--- config.mk ---
export PLATFORM = sky130hd
export DESIGN_NAME = fetch_unit
export DESIGN_NICKNAME = d
export VERILOG_FILES = /design/src/rtl/fetch_unit.sv
export SDC_FILE = /design/constraint.sdc
export NUM_CORES = 1
export LEC_CHECK = 0
export BUFFER_PORTS_ARGS = -buffer_cell sky130_fd_sc_hd__buf_2
export CAP_MARGIN = 15
export CORE_MARGIN = 4
export CORE_UTILIZATION = 40
export DETAILED_ROUTE_END_ITERATION = 10
export GPL_ROUTABILITY_DRIVEN = 0
export GPL_TIMING_DRIVEN = 0
export PLACE_DENSITY = 0.7
export SYNTH_ARGS = -nofsm -noshare
export SYNTH_HDL_FRONTEND = slang
export SYNTH_SLANG_ARGS = --single-unit
--- constraint.sdc ---
create_clock -name clk -period 3.25 [get_ports clk]
set_input_delay 0.325 -clock clk [delete_from_list [all_inputs] [get_ports clk]]
set_output_delay 0.325 -clock clk [all_outputs]
set_load 0.05 [all_outputs]
--- src/rtl/fetch_unit.sv ---
// Instruction fetch stage: owns the PC, reads instruction memory over req/ack,
// buffers words with their PCs and hands them to the core via valid/ready.
//
// state | meaning
// FETCH | normal fetching, acked words are pushed into the buffer
// DROP  | a redirect hit while a read was pending; that read is discarded on ack
module fetch_unit #(
  parameter int                    ADDR_WIDTH = 16,
  parameter int                    DATA_WIDTH = 16,
  parameter logic [ADDR_WIDTH-1:0] RESET_PC   = '0,
  parameter int                    DEPTH      = 2
) (
  input  logic                  clk,
  input  logic                  reset,
  input  logic                  redirect_valid,
  input  logic [ADDR_WIDTH-1:0] redirect_pc,
  output logic                  mem_req,
  output logic [ADDR_WIDTH-1:0] mem_addr,
  input  logic                  mem_ack,
  input  logic [DATA_WIDTH-1:0] mem_rdata,
  output logic                  instr_valid,
  output logic [DATA_WIDTH-1:0] instr,
  output logic [ADDR_WIDTH-1:0] instr_pc,
  input  logic                  instr_ready
);

  localparam int              PW      = $clog2(DEPTH);
  localparam int              CW      = PW + 1;
  localparam logic [CW-1:0]   DEPTH_C = CW'(DEPTH);

  typedef enum logic {FETCH, DROP} state_t;

  state_t                  state, state_next;
  logic [ADDR_WIDTH-1:0]   fetch_pc, fetch_pc_next;
  logic                    req_next;
  logic [ADDR_WIDTH-1:0]   addr_next;

  logic [DATA_WIDTH-1:0]   buf_data [DEPTH];
  logic [ADDR_WIDTH-1:0]   buf_pc   [DEPTH];
  logic [PW-1:0]           rd_ptr, wr_ptr;
  logic [CW-1:0]           count, count_after;

  logic                    acked, push, pop, flush;

  assign acked       = mem_req & mem_ack;
  assign instr_valid = (count != '0);
  assign instr       = buf_data[rd_ptr];
  assign instr_pc    = buf_pc[rd_ptr];

  always_comb begin
    state_next    = state;
    fetch_pc_next = fetch_pc;
    req_next      = mem_req;
    addr_next     = mem_addr;
    flush         = redirect_valid;
    pop           = instr_valid & instr_ready & ~redirect_valid;
    push          = acked & ~redirect_valid & (state == FETCH);
    count_after   = count + CW'(push) - CW'(pop);

    case (state)
      FETCH: begin
        if (redirect_valid) begin
          fetch_pc_next = redirect_pc;
          if (!mem_req || mem_ack) begin
            req_next  = 1'b1;
            addr_next = redirect_pc;
          end else begin
            state_next = DROP;
          end
        end else begin
          if (acked) fetch_pc_next = mem_addr + ADDR_WIDTH'(1);
          // A pending, un-acked request keeps mem_req/mem_addr as they are.
          if (!(mem_req && !mem_ack)) begin
            if (count_after < DEPTH_C) begin
              req_next  = 1'b1;
              addr_next = fetch_pc_next;
            end else begin
              req_next = 1'b0;
            end
          end
        end
      end
      DROP: begin
        if (redirect_valid) fetch_pc_next = redirect_pc;
        if (acked) begin
          state_next = FETCH;
          req_next   = 1'b1;
          addr_next  = fetch_pc_next;
        end
      end
      default: state_next = FETCH;
    endcase
  end

  always_ff @(posedge clk) begin
    if (reset) begin
      state    <= FETCH;
      fetch_pc <= RESET_PC;
      mem_req  <= 1'b0;
      mem_addr <= RESET_PC;
      rd_ptr   <= '0;
      wr_ptr   <= '0;
      count    <= '0;
    end else begin
      state    <= state_next;
      fetch_pc <= fetch_pc_next;
      mem_req  <= req_next;
      mem_addr <= addr_next;
      if (flush) begin
        rd_ptr <= '0;
        wr_ptr <= '0;
        count  <= '0;
      end else begin
        if (push) wr_ptr <= wr_ptr + PW'(1);
        if (pop)  rd_ptr <= rd_ptr + PW'(1);
        count <= count_after;
      end
    end
  end

  // Storage is cleared on reset so the head reads as zero out of reset.
  always_ff @(posedge clk) begin
    if (reset) begin
      for (int i = 0; i < DEPTH; i++) begin
        buf_data[i] <= '0;
        buf_pc[i]   <= '0;
      end
    end else if (push) begin
      buf_data[wr_ptr] <= mem_rdata;
      buf_pc[wr_ptr]   <= mem_addr;
    end
  end

endmodule

; ---- Word level (Yosys, flattened, before mapping)
; Memories as Yosys holds them, arrays and structs flattened. A register that Yosys moved wholly into a read port is not among the register bits.
; Cells that the tools add are included.
[totals]
mem_bits_rw = 64
register_bits = 38
memories = 2
out_inout_bits = 50
word_cells = 71
inputBits = 37
[memory_table]
columns = memory, depth, width, read_ports, rd_ports_with_merged_regs, write_ports, line_no
row1 = buf_data, 2, 16, 1, 1, 2, 38  ; logic [DATA_WIDTH-1:0] buf_data [DEPTH];
row2 = buf_pc, 2, 16, 1, 1, 2, 39  ; logic [ADDR_WIDTH-1:0] buf_pc [DEPTH];
[op_classes]
reduce_logical = 10
magnitude_cmp = 1
eq_ne = 4
bitwise = 7
add_sub_neg = 5
n_mux = 35
[op_table]
columns = op, count
row1 = $mux W16, 10
row2 = $pmux W16 S2, 2
row3 = $reduce_or A16 Y1, 2
row4 = $mux W1, 21
row5 = $add A16 B1 Y16 const B, 1
row6 = $ne A3 B2 Y1 const B, 2
row7 = $and A1 B1 Y1, 5
row8 = $pmux W1 S2, 2
row9 = $reduce_and A4 Y1, 1
row10 = $ne A3 B3 Y1 const B, 1
row11 = $reduce_and A3 Y1, 1
row12 = $add A1 B1 Y1 const B, 2
row13 = $add A2 B1 Y2, 1
row14 = $logic_not A1 Y1, 2
row15 = $lt A2 B2 Y1 const B, 1
row16 = $ne A2 B1 Y1 const B, 1
row17 = $not A1 Y1, 2
row18 = $reduce_bool A2 Y1, 1
row19 = $reduce_or A2 Y1, 1
row20 = $sub A2 B1 Y2, 1
row21 = $logic_and A1 B1 Y1, 1
row22 = $logic_or A1 B1 Y1, 1

; ---- Longest topological paths before layout
; Gate-level depths: netlist of run 1.
[logic_depth]
ltp_word = 10
ltp_mapped = 11

; ---- Worst setup path before layout of run 1
; No wires, ideal clock.
[synth_timing]
kind = reg-to-reg
startpoint = reg mem_req
endpoint = mem buf_data[0][0] (enable)
path_slack_ps = -713
synth_period_minus_slack_ps = 3963
stages_incl_launch_ff = 5
setup_ps = 466
arrival_time_ps = 3497
cell_sequence = dfxtp_1 > and4bb_1 > inv_2 > buf_2 > o21ai_0
[synth_rtl]
columns = item, line_no
row1 = start: declaration, 17  ; output logic mem_req,
row2 = start signal: assignment, 107  ; mem_req <= req_next;
row3 = end: declaration, 38

; ---- Worst setup path after layout of run 1
[layout_timing]
startpoint = in redirect_valid
endpoint = reg mem_addr[10]
[layout_rtl]
columns = item, line_no
row1 = start: declaration, 15  ; input logic redirect_valid,
row2 = $not A1 Y1, 56  ; pop = instr_valid & instr_ready & ~redirect_valid;
row3 = $and A1 B1 Y1, 56
row4 = via pop, 43  ; logic acked, push, pop, flush;
row5 = $sub A2 B1 Y2, 58  ; count_after = count + CW'(push) - CW'(pop);
row6 = $lt A2 B2 Y1, 74  ; if (count_after < DEPTH_C) begin
row7 = $ne A3 B2 Y1 (no source line), n/a
row8 = $reduce_and A4 Y1 (no source line), n/a
row9 = end signal: assignment, 108  ; mem_addr <= addr_next;
row10 = end: declaration, 18  ; output logic [ADDR_WIDTH-1:0] mem_addr,
; The timed path passes the listed nets, and every way through them passes these cells. The select of a mux whose other input is x is not followed.
; A chain may end at the register's enable or synchronous reset.

==> impl_results.rst, run 1 <==
.. list-table::
   :header-rows: 1

   * - Metric
     - Value
   * - Number of endpoints failing setup at the final stage
     - 0
   * - Final count of hold timing violations
     - 0
   * - Worst relative slew slack
     - 50.4%
   * - Worst clock skew
     - 0.0101 ns
   * - Final instance area
     - about 5700 um2
   * - Max H-tree Level
     - 3
   * - Root Buffer Master
     - clkbuf_16
   * - Wire length per cell after detailed routing
     - 17.3 um
   * - Peak supply drop
     - 321 uV
   * - Worst-case clock buffer depth
     - 2
   * - Worst EP required
     - about 3.5 ns
   * - Total number of clock tree sinks
     - 103
   * - Core area
     - 11,500 um2
   * - Synth unique cells
     - 54
   * - Final number of max-transition violations
     - 0
   * - RSZ-0062 raised after global routing
     - no
   * - Number of primary I/O pins
     - 87
   * - Final std cells w/o fill
     - roughly 660
   * - Top library cells by usage in the layout, fill and taps aside
     - 97 x buf_2, 64 x edfxtp_1, 62 x and2_1
   * - CP startpoint kind
     - input port
   * - Via count
     - roughly 3,500
   * - Number of routed nets with antenna violations
     - 0
   * - Setup Fix Bufs, Post-CTS
     - 0
   * - HPWL reported at the end of detailed placement
     - 8250 um
   * - Crit path capture type
     - flop
   * - Fin util
     - roughly 49%
   * - Final setup margin
     - between 0.5 and 0.6 ns
   * - Worst setup path category
     - in2reg
   * - First DRT Iteration DRCs
     - 291
   * - Global-route wire length before repair
     - 18,000 um
   * - Drt drc
     - 0
   * - Post-route setup TNS
     - 0 ns
   * - Async SR Flop Fraction
     - 0%
   * - Status
     - finished clean
   * - Total of fill cells in the finished design
     - just over 1,000
   * - Clock transition at the registers of the reported paths
     - 0.07 ns
   * - Leakage power figure
     - 2.30 nW
   * - Number of global-route vias before repair
     - 3,577
   * - Most common library cell in the layout ignoring fill and taps
     - buf_2
   * - Nets
     - around 560
   * - Effective utilization at floorplan
     - between 40% and 50%
   * - Mean post-synth cell area
     - ~11 um2
   * - Biggest area contributors in the synthesized netlist
     - edfxtp_1 41%, dfxtp_1 17%, and2_1 8.2%
   * - Most used flip-flop cell after synthesis
     - edfxtp_1
   * - Number of buffers inserted during clock tree synthesis
     - 9
   * - Max FO, Critical Path
     - 10
   * - Post-synth net total
     - 456
   * - Dpl ws
     - ~0.21 ns
   * - Resize count post-CTS
     - 0
   * - Die outline area
     - approximately 14,000 um2
   * - Post-Place Cell Area
     - about 5400 um2
   * - Power per unit of standard cell area
     - 534 nW/um2
   * - Yosys Warn Count
     - 0
   * - Max-cap violation count
     - 0
   * - Pin count of the biggest net entering global routing
     - 25
   * - All-Layer GR Usage
     - roughly 17%
   * - Wire length reported by the detailed router
     - 11,500 um
   * - DR vias/cell
     - 5.26
   * - TritonCTS clock tree
     - yes
   * - Layout area overhead
     - 20.4%
   * - Number of diodes added for antenna fixing
     - 0
   * - Overflow after GRT
     - 0
   * - Cell area after synthesis
     - 4700 um2
   * - Die Span Y
     - about 120 um
   * - Initial antenna violation count
     - 0
   * - HP Class
     - in2reg
   * - Count of input and output buffers
     - 86
   * - Min cycle time layout
     - 2.72 ns
   * - Detailed-routing iteration count for the pre-antenna-repair pass
     - 5
   * - Period utilisation layout
     - 83.7%
   * - Area fraction of the dominant cell type after synthesis
     - 40.9%
   * - Cell taking the most area after synthesis
     - edfxtp_1
   * - Total number of placement rows
     - 39
   * - Fraction of final layout cells sized beyond drive strength 1
     - between 30 and 40%
   * - Cell count after placement
     - 647
   * - Number of flops mapped to enable cells by yosys
     - 64
   * - Insertion delay of the later-clocked pin in the worst-skew pair
     - 0.34 ns
   * - Total power of the final layout
     - 3.02 mW
   * - Transition at the pin with the smallest max-transition slack
     - about 0.74 ns
   * - Worst Hold Slack
     - ~0.26 ns
   * - Arrival time at the worst endpoint
     - between 2 and 3 ns
   * - Width of the die
     - ~120 um
   * - Number of instances in the synthesized netlist
     - 416
   * - Max Fclk
     - 368 MHz
   * - FF+latch count, synth
     - 103
   * - Register area share after synthesis
     - between 50 and 60%
   * - Quantity of hold-fixing buffers added after cts
     - 0
[cells by family after synthesis]
family                     after synthesis  share of synthesized area (%)
and+or+nand+nor                        156                           18.6
muxes                                   34                           8.09
xor gates and xnor gates                11                           2.34
buffers and inverters                   37                           3.48
AOI/OAI and AO/OA                       72                           9.20
adders and majority gates                3                          0.798
DFF                                    103                           57.5
[layer usage]
| layer | vias up | global-route usage, % | routed length [um] |
|---|---|---|---|
| met2 | 137 | 31.8 | 5870 |
| met3 | 14 | 3.16 | 864 |
| met5 | - | 0 | 0 |
| met1 | 1653 | 21.0 | 4630 |
| met4 | 0 | 4.25 | 120 |
| li1 | 1682 | - | - |
[path summary, 6_finish.rpt]
check                               startpoint  slack, ns  cells past startpoint           end
worst max-delay path            redirect_valid       0.53                     12  mem_addr[10]
worst min-delay path            redirect_pc[4]       0.26                      3   fetch_pc[4]
worst max register to register           state       0.53                     11  mem_addr[10]
worst min register to register     fetch_pc[9]       0.53                      2   fetch_pc[9]
[cell usage after synthesis, types with 2 or more instances]
library cell and instances:
edfxtp_1 64, xnor2_1 5, nand3_1 6, o21ai_1 5
nor2_1 29, o21ai_0 18, mux2_2 32, dfxtp_1 39
nor3_2 4, buf_1 4, clkbuf_1 11, a21oi_1 24
mux2i_1 2, o31ai_1 2, ha_1 3, xor2_1 5
and3_1 2, nor3_1 5, nand4_1 2, a211oi_1 3
inv_1 8, and2_1 62, nand2_1 25, a221oi_1 3
nor4_1 6, o22ai_1 2, buf_2 11, a31oi_1 7
nand2b_1 2
[critical path, stage by stage]
cell	delay, ns
buf_2	0.10
clkbuf_1	0.43
buf_1	0.42
nor2_1	0.10
ha_1	0.29
inv_1	0.06
ha_1	0.14
xnor3_1	0.24
o32a_1	0.35
buf_2	0.22
o21ai_0	0.22
a21oi_2	0.04
[final cells by class]
type,count,area [um2],share of cell area [%]
clock inverters,5,58.8,1.04
inverters,9,33.8,0.597
repair buffers,88,478,8.44
flip-flops and latches,103,2700,47.7
well taps,143,179,3.16
plain buffers,28,130,2.30
clock buffers,11,233,4.11
multi-input cells,276,1850,32.6
[state kept, by name (all words and copies together) (netlist names), named ones only]
name / flops
mem_req: 1
rd_ptr: 1
wr_ptr: 1
state: 1
buf_pc: 32
mem_addr: 16
buf_data: 32
fetch_pc: 16
count: 2
[where the power goes]
group | leakage, nW | switching, mW | internal (mW) | total, mW
sequential | 0.985 | 0.0566 | 1.46 | 1.51
clock | 0.137 | 0.466 | 0.598 | 1.06
combinational | 1.17 | 0.316 | 0.128 | 0.444
total | 2.30 | 0.839 | 2.18 | 3.02
No activity file was read; power rests on OpenSTA's default activity.
==> run 2, diff against run 1 <==
--- a/config.mk
+++ b/config.mk
@@ -12,7 +12,7 @@
 export DETAILED_ROUTE_END_ITERATION = 10
 export GPL_ROUTABILITY_DRIVEN = 0
 export GPL_TIMING_DRIVEN = 0
-export PLACE_DENSITY = 0.7
+export PLACE_DENSITY = 0.68
 export SYNTH_ARGS = -nofsm -noshare
 export SYNTH_HDL_FRONTEND = slang
 export SYNTH_SLANG_ARGS = --single-unit
==> constraint.sdc (replaced) <==
create_clock -name clk -period 2.59 [get_ports clk]
set_input_delay 0.259 -clock clk [delete_from_list [all_inputs] [get_ports clk]]
set_output_delay 0.259 -clock clk [all_outputs]
set_load 0.05 [all_outputs]
==> impl_results.rst, run 2 (synthesis gave the netlist of run 1 again) <==
.. list-table::
   :header-rows: 1

   * - Metric
     - Value
   * - Cell count of the worst hold path
     - 3 (unchanged)
   * - Wire length reported by the detailed router
     - 11,500 um (about the same)
   * - Critical-path cell list
     - and4bb_2 -> inv_4 -> ha_1 -> inv_1 -> ha_1 -> xnor3_1 -> o32a_1 -> buf_4 -> o21ai_0 -> a21oi_1 (was buf_2 -> clkbuf_1 -> buf_1 -> nor2_1 -> ha_1 -> inv_1 -> ha_1 -> xnor3_1 -> o32a_1 -> buf_2 -> o21ai_0 -> a21oi_2)
   * - Worst EP required
     - 2.80 ns (was 3.48 ns)
   * - Leakage power figure
     - 2.30 nW (about the same)
   * - Transition at the pin with the smallest max-transition slack
     - 0.811 ns (was 0.743 ns)
   * - Status
     - finished clean (unchanged)
   * - Die Span Y
     - 116 um (unchanged)
   * - Crit path capture type
     - flop (unchanged)
   * - Insertion delay of the later-clocked pin in the worst-skew pair
     - 0.34 ns (about the same)
   * - Library cell appearing most often on the critical path
     - ha_1
   * - Drt drc
     - 0 (unchanged)
   * - Nets
     - 553 (was 555)
   * - Max-cap violation count
     - 0 (unchanged)
   * - Number of buffers inserted during clock tree synthesis
     - 9 (unchanged)
   * - All-Layer GR Usage
     - 17.2% (was 17.3%)
   * - Final count of hold timing violations
     - 0 (unchanged)
   * - Number of routed nets with antenna violations
     - 0 (unchanged)
   * - Setup Fix Bufs, Post-CTS
     - 0 (unchanged)
   * - Period utilisation layout
     - a little over nine tenths
   * - Number of global-route vias before repair
     - 3,563 (was 3,577)
   * - Number of primary I/O pins
     - 87 (unchanged)
   * - Via count
     - 3,514 (was 3,486)
   * - Die outline area
     - 13,600 um2 (unchanged)
   * - Worst relative slew slack
     - 45.7% (was 50.4%)
   * - Peak supply drop
     - 477 uV (was 321 uV)
   * - Min cycle time layout
     - 2.46 ns
   * - Initial antenna violation count
     - 0 (unchanged)
   * - Number of endpoints failing setup at the final stage
     - 0 (unchanged)
   * - HP Class
     - in2reg (unchanged)
   * - CP startpoint kind
     - flop (was input port)
   * - Final number of max-transition violations
     - 0 (unchanged)
   * - Overflow after GRT
     - 0 (unchanged)
   * - Register-to-register setup slack
     - 0.13 ns (was 0.53 ns)
   * - Worst setup path category
     - reg2reg (was in2reg)
   * - Root Buffer Master
     - clkbuf_16 (unchanged)
   * - Fraction of final layout cells sized beyond drive strength 1
     - 32.0% (was 30.6%)
   * - Total number of placement rows
     - 39 (unchanged)
   * - Clock transition at the registers of the reported paths
     - 0.07 ns (about the same)
   * - Max H-tree Level
     - 3 (unchanged)
   * - Worst clock skew
     - 0.0100 ns (was 0.0101 ns)
   * - Leading registers by flop count
     - buf_data x32, buf_pc x32 (unchanged)
   * - Layout area overhead
     - 20.4% (unchanged)
   * - Quantity of hold-fixing buffers added after cts
     - 0 (unchanged)
   * - Max FO, Critical Path
     - 11 (was 10)
   * - Pin count of the biggest net entering global routing
     - 33 (was 25)
   * - Dpl ws
     - -0.379 ns (was 0.214 ns)
   * - Number of diodes added for antenna fixing
     - 0 (unchanged)
   * - Most common library cell in the layout ignoring fill and taps
     - buf_2 (unchanged)
   * - Power per unit of standard cell area
     - 674 nW/um2 (was 534 nW/um2)
   * - Core area
     - 11,500 um2 (unchanged)
   * - Arrival time at the worst endpoint
     - 2.67 ns (was 2.95 ns)
   * - TritonCTS clock tree
     - yes (unchanged)
   * - Wire length per cell after detailed routing
     - 17.4 um (was 17.3 um)
   * - Critical path's largest stage delay
     - 0.36 ns (was 0.43 ns)
   * - Worst-case clock buffer depth
     - 2 (unchanged)
   * - Width of the die
     - 116 um (unchanged)
   * - Count of input and output buffers
     - 86 (unchanged)
   * - Final setup margin
     - 0.129 ns (was 0.529 ns)
   * - Detailed-routing iteration count for the pre-antenna-repair pass
     - 5 (unchanged)
   * - Number of cells on the worst reg-to-reg path
     - 10 (was 11)
   * - Global-route wire length before repair
     - 18,000 um (about the same)
   * - Effective utilization at floorplan
     - 41.0% (unchanged)
   * - Total number of clock tree sinks
     - 103 (unchanged)
   * - DR vias/cell
     - 5.32 (was 5.26)
   * - Max Fclk
     - 406 MHz
   * - Worst Hold Slack
     - 0.185 ns (was 0.257 ns)
   * - First DRT Iteration DRCs
     - 320 (was 291)
   * - HPWL reported at the end of detailed placement
     - 8130 um (was 8250 um)
   * - Critical path's slowest cell
     - dfxtp_2 (was clkbuf_1)
   * - Top library cells by usage in the layout, fill and taps aside
     - 95 x buf_2, 64 x edfxtp_1, 62 x and2_1 (was 97 x buf_2, 64 x edfxtp_1, 62 x and2_1)
-- run 2: cell count changes in the layout (fill, tap and decap cells not counted), sizes merged --
cell and change:
inv +3, clkbuf -2, clkinvlp -1, buf -2
-- run 2: layout make-up --
class,instances,area [um2]
Timing Repair Buffer,87,458
Buffer,27,133
Clock inverter,7,70.1
Fill cell,1057,5800
Multi-Input combinational cell,276,1850
Clock buffer,9,225
Sequential cell,103,2710
Tap cell,143,179
Inverter,9,36.3
-- run 2: worst paths after layout --
kind,start,to
worst min register to register,fetch_pc[9],fetch_pc[9]
worst max register to register,state,mem_addr[4]
worst min-delay path,redirect_pc[4],fetch_pc[4]
worst max-delay path,state,mem_addr[4]
-- run 2: repair_timing --
action                     CTS  global route
resized for setup            2            14
pin swaps                    0             1
setup endpoints to repair   16            16
-- run 2: per-stage QoR --
step	cells	power (mW)	area [um2]	utilization (%)	setup TNS (ns)
final	661	3.82	5660	49.4	0
after global routing	661	3.95	5660	49.4	-0.0213
after CTS	661	3.83	5650	49.3	0
after detailed placement	646	2.49	5360	46.7	-5.16
after global placement	645	2.47	5320	46.4	-19.14
after floorplan	416	2.31	4710	-	0
-- run 2: worst max-delay path, delay by kind of cell, from the launching register on --
| family | cells | cell delay (ns) |
|---|---|---|
| buffers and inverters | 3 | 0.35 |
| and+or+nand+nor | 1 | 0.36 |
| AOI/OAI and AO/OA | 3 | 0.57 |
| adders and majority gates | 2 | 0.44 |
| xor gates and xnor gates | 1 | 0.26 |
| DFF | 1 | 0.36 |
-- run 2: where the power goes --
group / switching (mW) / total, mW / internal [mW]
sequential: 0.0698 / 1.90 / 1.83
combinational: 0.399 / 0.560 / 0.161
clock: 0.603 / 1.36 / 0.754
total: 1.07 / 3.82 / 2.74
-- run 2: routing by layer --
| layer | up-vias | global-route usage [%] | routed length (um) |
|---|---|---|---|
| met5 | - | 0 | 0 |
| met4 | 0 | 3.94 | 150 |
| met3 | 14 | 4.77 | 834 |
| met2 | 126 | 30.2 | 5770 |
| met1 | 1693 | 21.0 | 4740 |
| li1 | 1681 | - | - |
==> run 3, diff against run 2 <==
--- a/config.mk
+++ b/config.mk
@@ -7,8 +7,9 @@
 export LEC_CHECK = 0
 export BUFFER_PORTS_ARGS = -buffer_cell sky130_fd_sc_hd__buf_2
 export CAP_MARGIN = 15
-export CORE_MARGIN = 4
+export CORE_MARGIN = 2
 export CORE_UTILIZATION = 40
+export CTS_BUF_LIST = sky130_fd_sc_hd__clkbuf_8 sky130_fd_sc_hd__clkbuf_16
 export DETAILED_ROUTE_END_ITERATION = 10
 export GPL_ROUTABILITY_DRIVEN = 0
 export GPL_TIMING_DRIVEN = 0
==> impl_results.rst, run 3 (synthesis gave the netlist of run 1 again) <==
.. list-table::
   :header-rows: 1

   * - Metric
     - Value
   * - Arrival time at the worst endpoint
     - 2.69 ns (was 2.67 ns)
   * - Power per unit of standard cell area
     - 676 nW/um2 (was 674 nW/um2)
   * - Total number of placement rows
     - 39 (unchanged)
   * - Pint
     - 2.75 mW (was 2.74 mW)
   * - Number of endpoints failing setup at the final stage
     - 0 (unchanged)
   * - Worst setup path category
     - reg2reg (unchanged)
   * - Power share of the sequential group
     - 49.6% (was 49.8%)
   * - Register-to-register setup slack
     - 0.13 ns (about the same)
   * - Via count
     - 3,489 (was 3,514)
   * - Clock transition at the registers of the reported paths
     - 0.07 ns (about the same)
   * - Insertion delay of the later-clocked pin in the worst-skew pair
     - 0.34 ns (about the same)
   * - Die Span Y
     - 112 um (was 116 um)
   * - Max Fclk
     - 406 MHz (about the same)
   * - First DRT Iteration DRCs
     - 243 (was 320)
   * - Period utilisation layout
     - 95.1% (was 95.0%)
   * - Worst clock skew
     - 0.00404 ns (was 0.0100 ns)
   * - Wire length reported by the detailed router
     - 11,000 um (was 11,500 um)
   * - Width of the die
     - 112 um (was 116 um)
   * - TritonCTS clock tree
     - yes (unchanged)
   * - Drt drc
     - 0 (unchanged)
   * - Die outline area
     - 12,600 um2 (was 13,600 um2)
   * - Max FO, Critical Path
     - 11 (unchanged)
   * - Quantity of hold-fixing buffers added after cts
     - 0 (unchanged)
   * - Status
     - finished clean (unchanged)
   * - Critical-path cell list
     - and4bb_2 -> inv_4 -> ha_1 -> inv_1 -> ha_1 -> xnor3_1 -> o32a_1 -> buf_4 -> o21ai_0 -> a21oi_2 (was and4bb_2 -> inv_4 -> ha_1 -> inv_1 -> ha_1 -> xnor3_1 -> o32a_1 -> buf_4 -> o21ai_0 -> a21oi_1)
   * - Critical path's slowest cell
     - and4bb_2 (was dfxtp_2)
   * - Max-cap violation count
     - 0 (unchanged)
   * - Effective utilization at floorplan
     - 41.0% (unchanged)
   * - Total number of clock tree sinks
     - 103 (unchanged)
   * - Layout area overhead
     - 20.4% (about the same)
   * - Initial antenna violation count
     - 0 (unchanged)
   * - Number of routed nets with antenna violations
     - 0 (unchanged)
   * - Final count of hold timing violations
     - 0 (unchanged)
   * - Worst-case clock buffer depth
     - 2 (unchanged)
   * - Transition at the pin with the smallest max-transition slack
     - 0.808 ns (was 0.811 ns)
   * - Core area
     - 11,500 um2 (unchanged)
   * - Clock power frac
     - 36.0% (was 35.6%)
   * - Combinational fraction of design power
     - 14.5% (was 14.7%)
   * - RSZ-0062 raised after global routing
     - yes
   * - Number of diodes added for antenna fixing
     - 0 (unchanged)
   * - Peak supply drop
     - 374 uV (was 477 uV)
   * - Nets
     - 553 (unchanged)
   * - Worst Hold Slack
     - 0.171 ns (was 0.185 ns)
   * - Total of fill cells in the finished design
     - 1,071 (was 1,057)
   * - DR vias/cell
     - 5.28 (was 5.32)
   * - Leading registers by flop count
     - buf_data x32, buf_pc x32 (unchanged)
   * - Leakage power figure
     - 2.30 nW (about the same)
   * - Root Buffer Master
     - clkbuf_16 (unchanged)
   * - Global-route wire length before repair
     - 17,500 um (was 18,000 um)
   * - Detailed-routing iteration count for the pre-antenna-repair pass
     - 5 (unchanged)
   * - Overflow after GRT
     - 0 (unchanged)
   * - Number of buffers inserted during clock tree synthesis
     - 9 (unchanged)
   * - Critical path's largest stage delay
     - 0.36 ns (about the same)
   * - Final number of max-transition violations
     - 0 (unchanged)
   * - Top library cells by usage in the layout, fill and taps aside
     - 94 x buf_2, 64 x edfxtp_1, 62 x and2_1 (was 95 x buf_2, 64 x edfxtp_1, 62 x and2_1)
   * - Fraction of final layout cells sized beyond drive strength 1
     - 31.7% (was 32.0%)
   * - Setup Fix Bufs, Post-CTS
     - 0 (unchanged)
   * - Count of input and output buffers
     - 86 (unchanged)
   * - CP startpoint kind
     - flop (unchanged)
   * - Crit path capture type
     - flop (unchanged)
   * - HP Class
     - in2reg (unchanged)
   * - Max H-tree Level
     - 3 (unchanged)
   * - Final setup margin
     - 0.127 ns (was 0.129 ns)
   * - HPWL reported at the end of detailed placement
     - 7780 um (was 8130 um)
   * - Worst relative slew slack
     - 46.0% (was 45.7%)
   * - All-Layer GR Usage
     - 17.6% (was 17.2%)
   * - Net load switching power
     - 1.08 mW (was 1.07 mW)
   * - Library cell appearing most often on the critical path
     - ha_1 (unchanged)
   * - Total power of the final layout
     - 3.83 mW (was 3.82 mW)
   * - Pin count of the biggest net entering global routing
     - 33 (unchanged)
   * - Dpl ws
     - -0.358 ns (was -0.379 ns)
   * - Number of primary I/O pins
     - 87 (unchanged)
   * - Min cycle time layout
     - 2.46 ns (about the same)
   * - Switching share of total power
     - 28.2% (was 28.1%)
   * - Most common library cell in the layout ignoring fill and taps
     - buf_2 (unchanged)
   * - Worst EP required
     - 2.82 ns (was 2.80 ns)
   * - Number of global-route vias before repair
     - 3,471 (was 3,563)
   * - Wire length per cell after detailed routing
     - 16.7 um (was 17.4 um)
## run 3: metal layers
layer / share of wire [%] / track usage (%) / wire length [um] / up-vias
met3: 5.8 / 3.94 / 635 / 14
met1: 43 / 22.4 / 4720 / 1664
met4: 1.4 / 4.80 / 155 / 0
li1: - / - / - / 1674
met2: 50 / 30.4 / 5520 / 137
met5: 0 / 0 / 0 / -
## run 3: cell type report
cell class              instances  area (um2)  area share, %
multi-input cells             276        1850           32.7
clock buffers                   9         225           3.98
plain buffers                  27         131           2.32
repair buffers                 87         450           7.96
well taps                     143         179           3.16
inverters                       9        36.3          0.641
flip-flops and latches        103        2710           47.8
clock inverters                 7        80.1           1.41
## run 3: worst max-delay path, delay by kind of cell (launching register included)
family,cells,cell delay (ns)
flops,1,0.35
xor+xnor,1,0.25
buf+inv,3,0.36
fa+ha+maj,2,0.43
simple gates,1,0.36
compound gates,3,0.59
## run 3: worst paths after layout
path                  start            to  depth (start not counted)
max                   state  mem_addr[10]                         10
min          redirect_pc[4]   fetch_pc[4]                          3
max reg2reg           state  mem_addr[10]                         10
min reg2reg         mem_req       mem_req                          2
## run 3: power by group through the flow
stage / Clock (mW) / Combinational [mW] / Sequential [mW]
floorplan: 0 / 0.308 / 2.00
global placement: 0 / 0.540 / 1.93
detailed placement: 0 / 0.551 / 1.94
CTS: 1.40 / 0.552 / 1.90
global route: 1.46 / 0.589 / 1.91
finish: 1.38 / 0.554 / 1.90
## run 3: per-stage QoR
step / area [um2] / std cells / util [%] / setup TNS (ns)
floorplan: 4710 / 416 / - / 0
global placement: 5320 / 645 / 46.4 / -18.82
detailed placement: 5350 / 646 / 46.6 / -5.06
CTS: 5650 / 661 / 49.3 / 0
global route: 5660 / 661 / 49.4 / -0.0485
finish: 5660 / 661 / 49.4 / 0
## run 3: what timing repair did
| item | 4_1_cts | 5_1_grt |
|---|---|---|
| gates resized for setup | 0 | 12 |
| pin swaps | 0 | 1 |
| hold endpoints to repair | 0 | 0 |
| setup endpoints to repair | 16 | 16 |
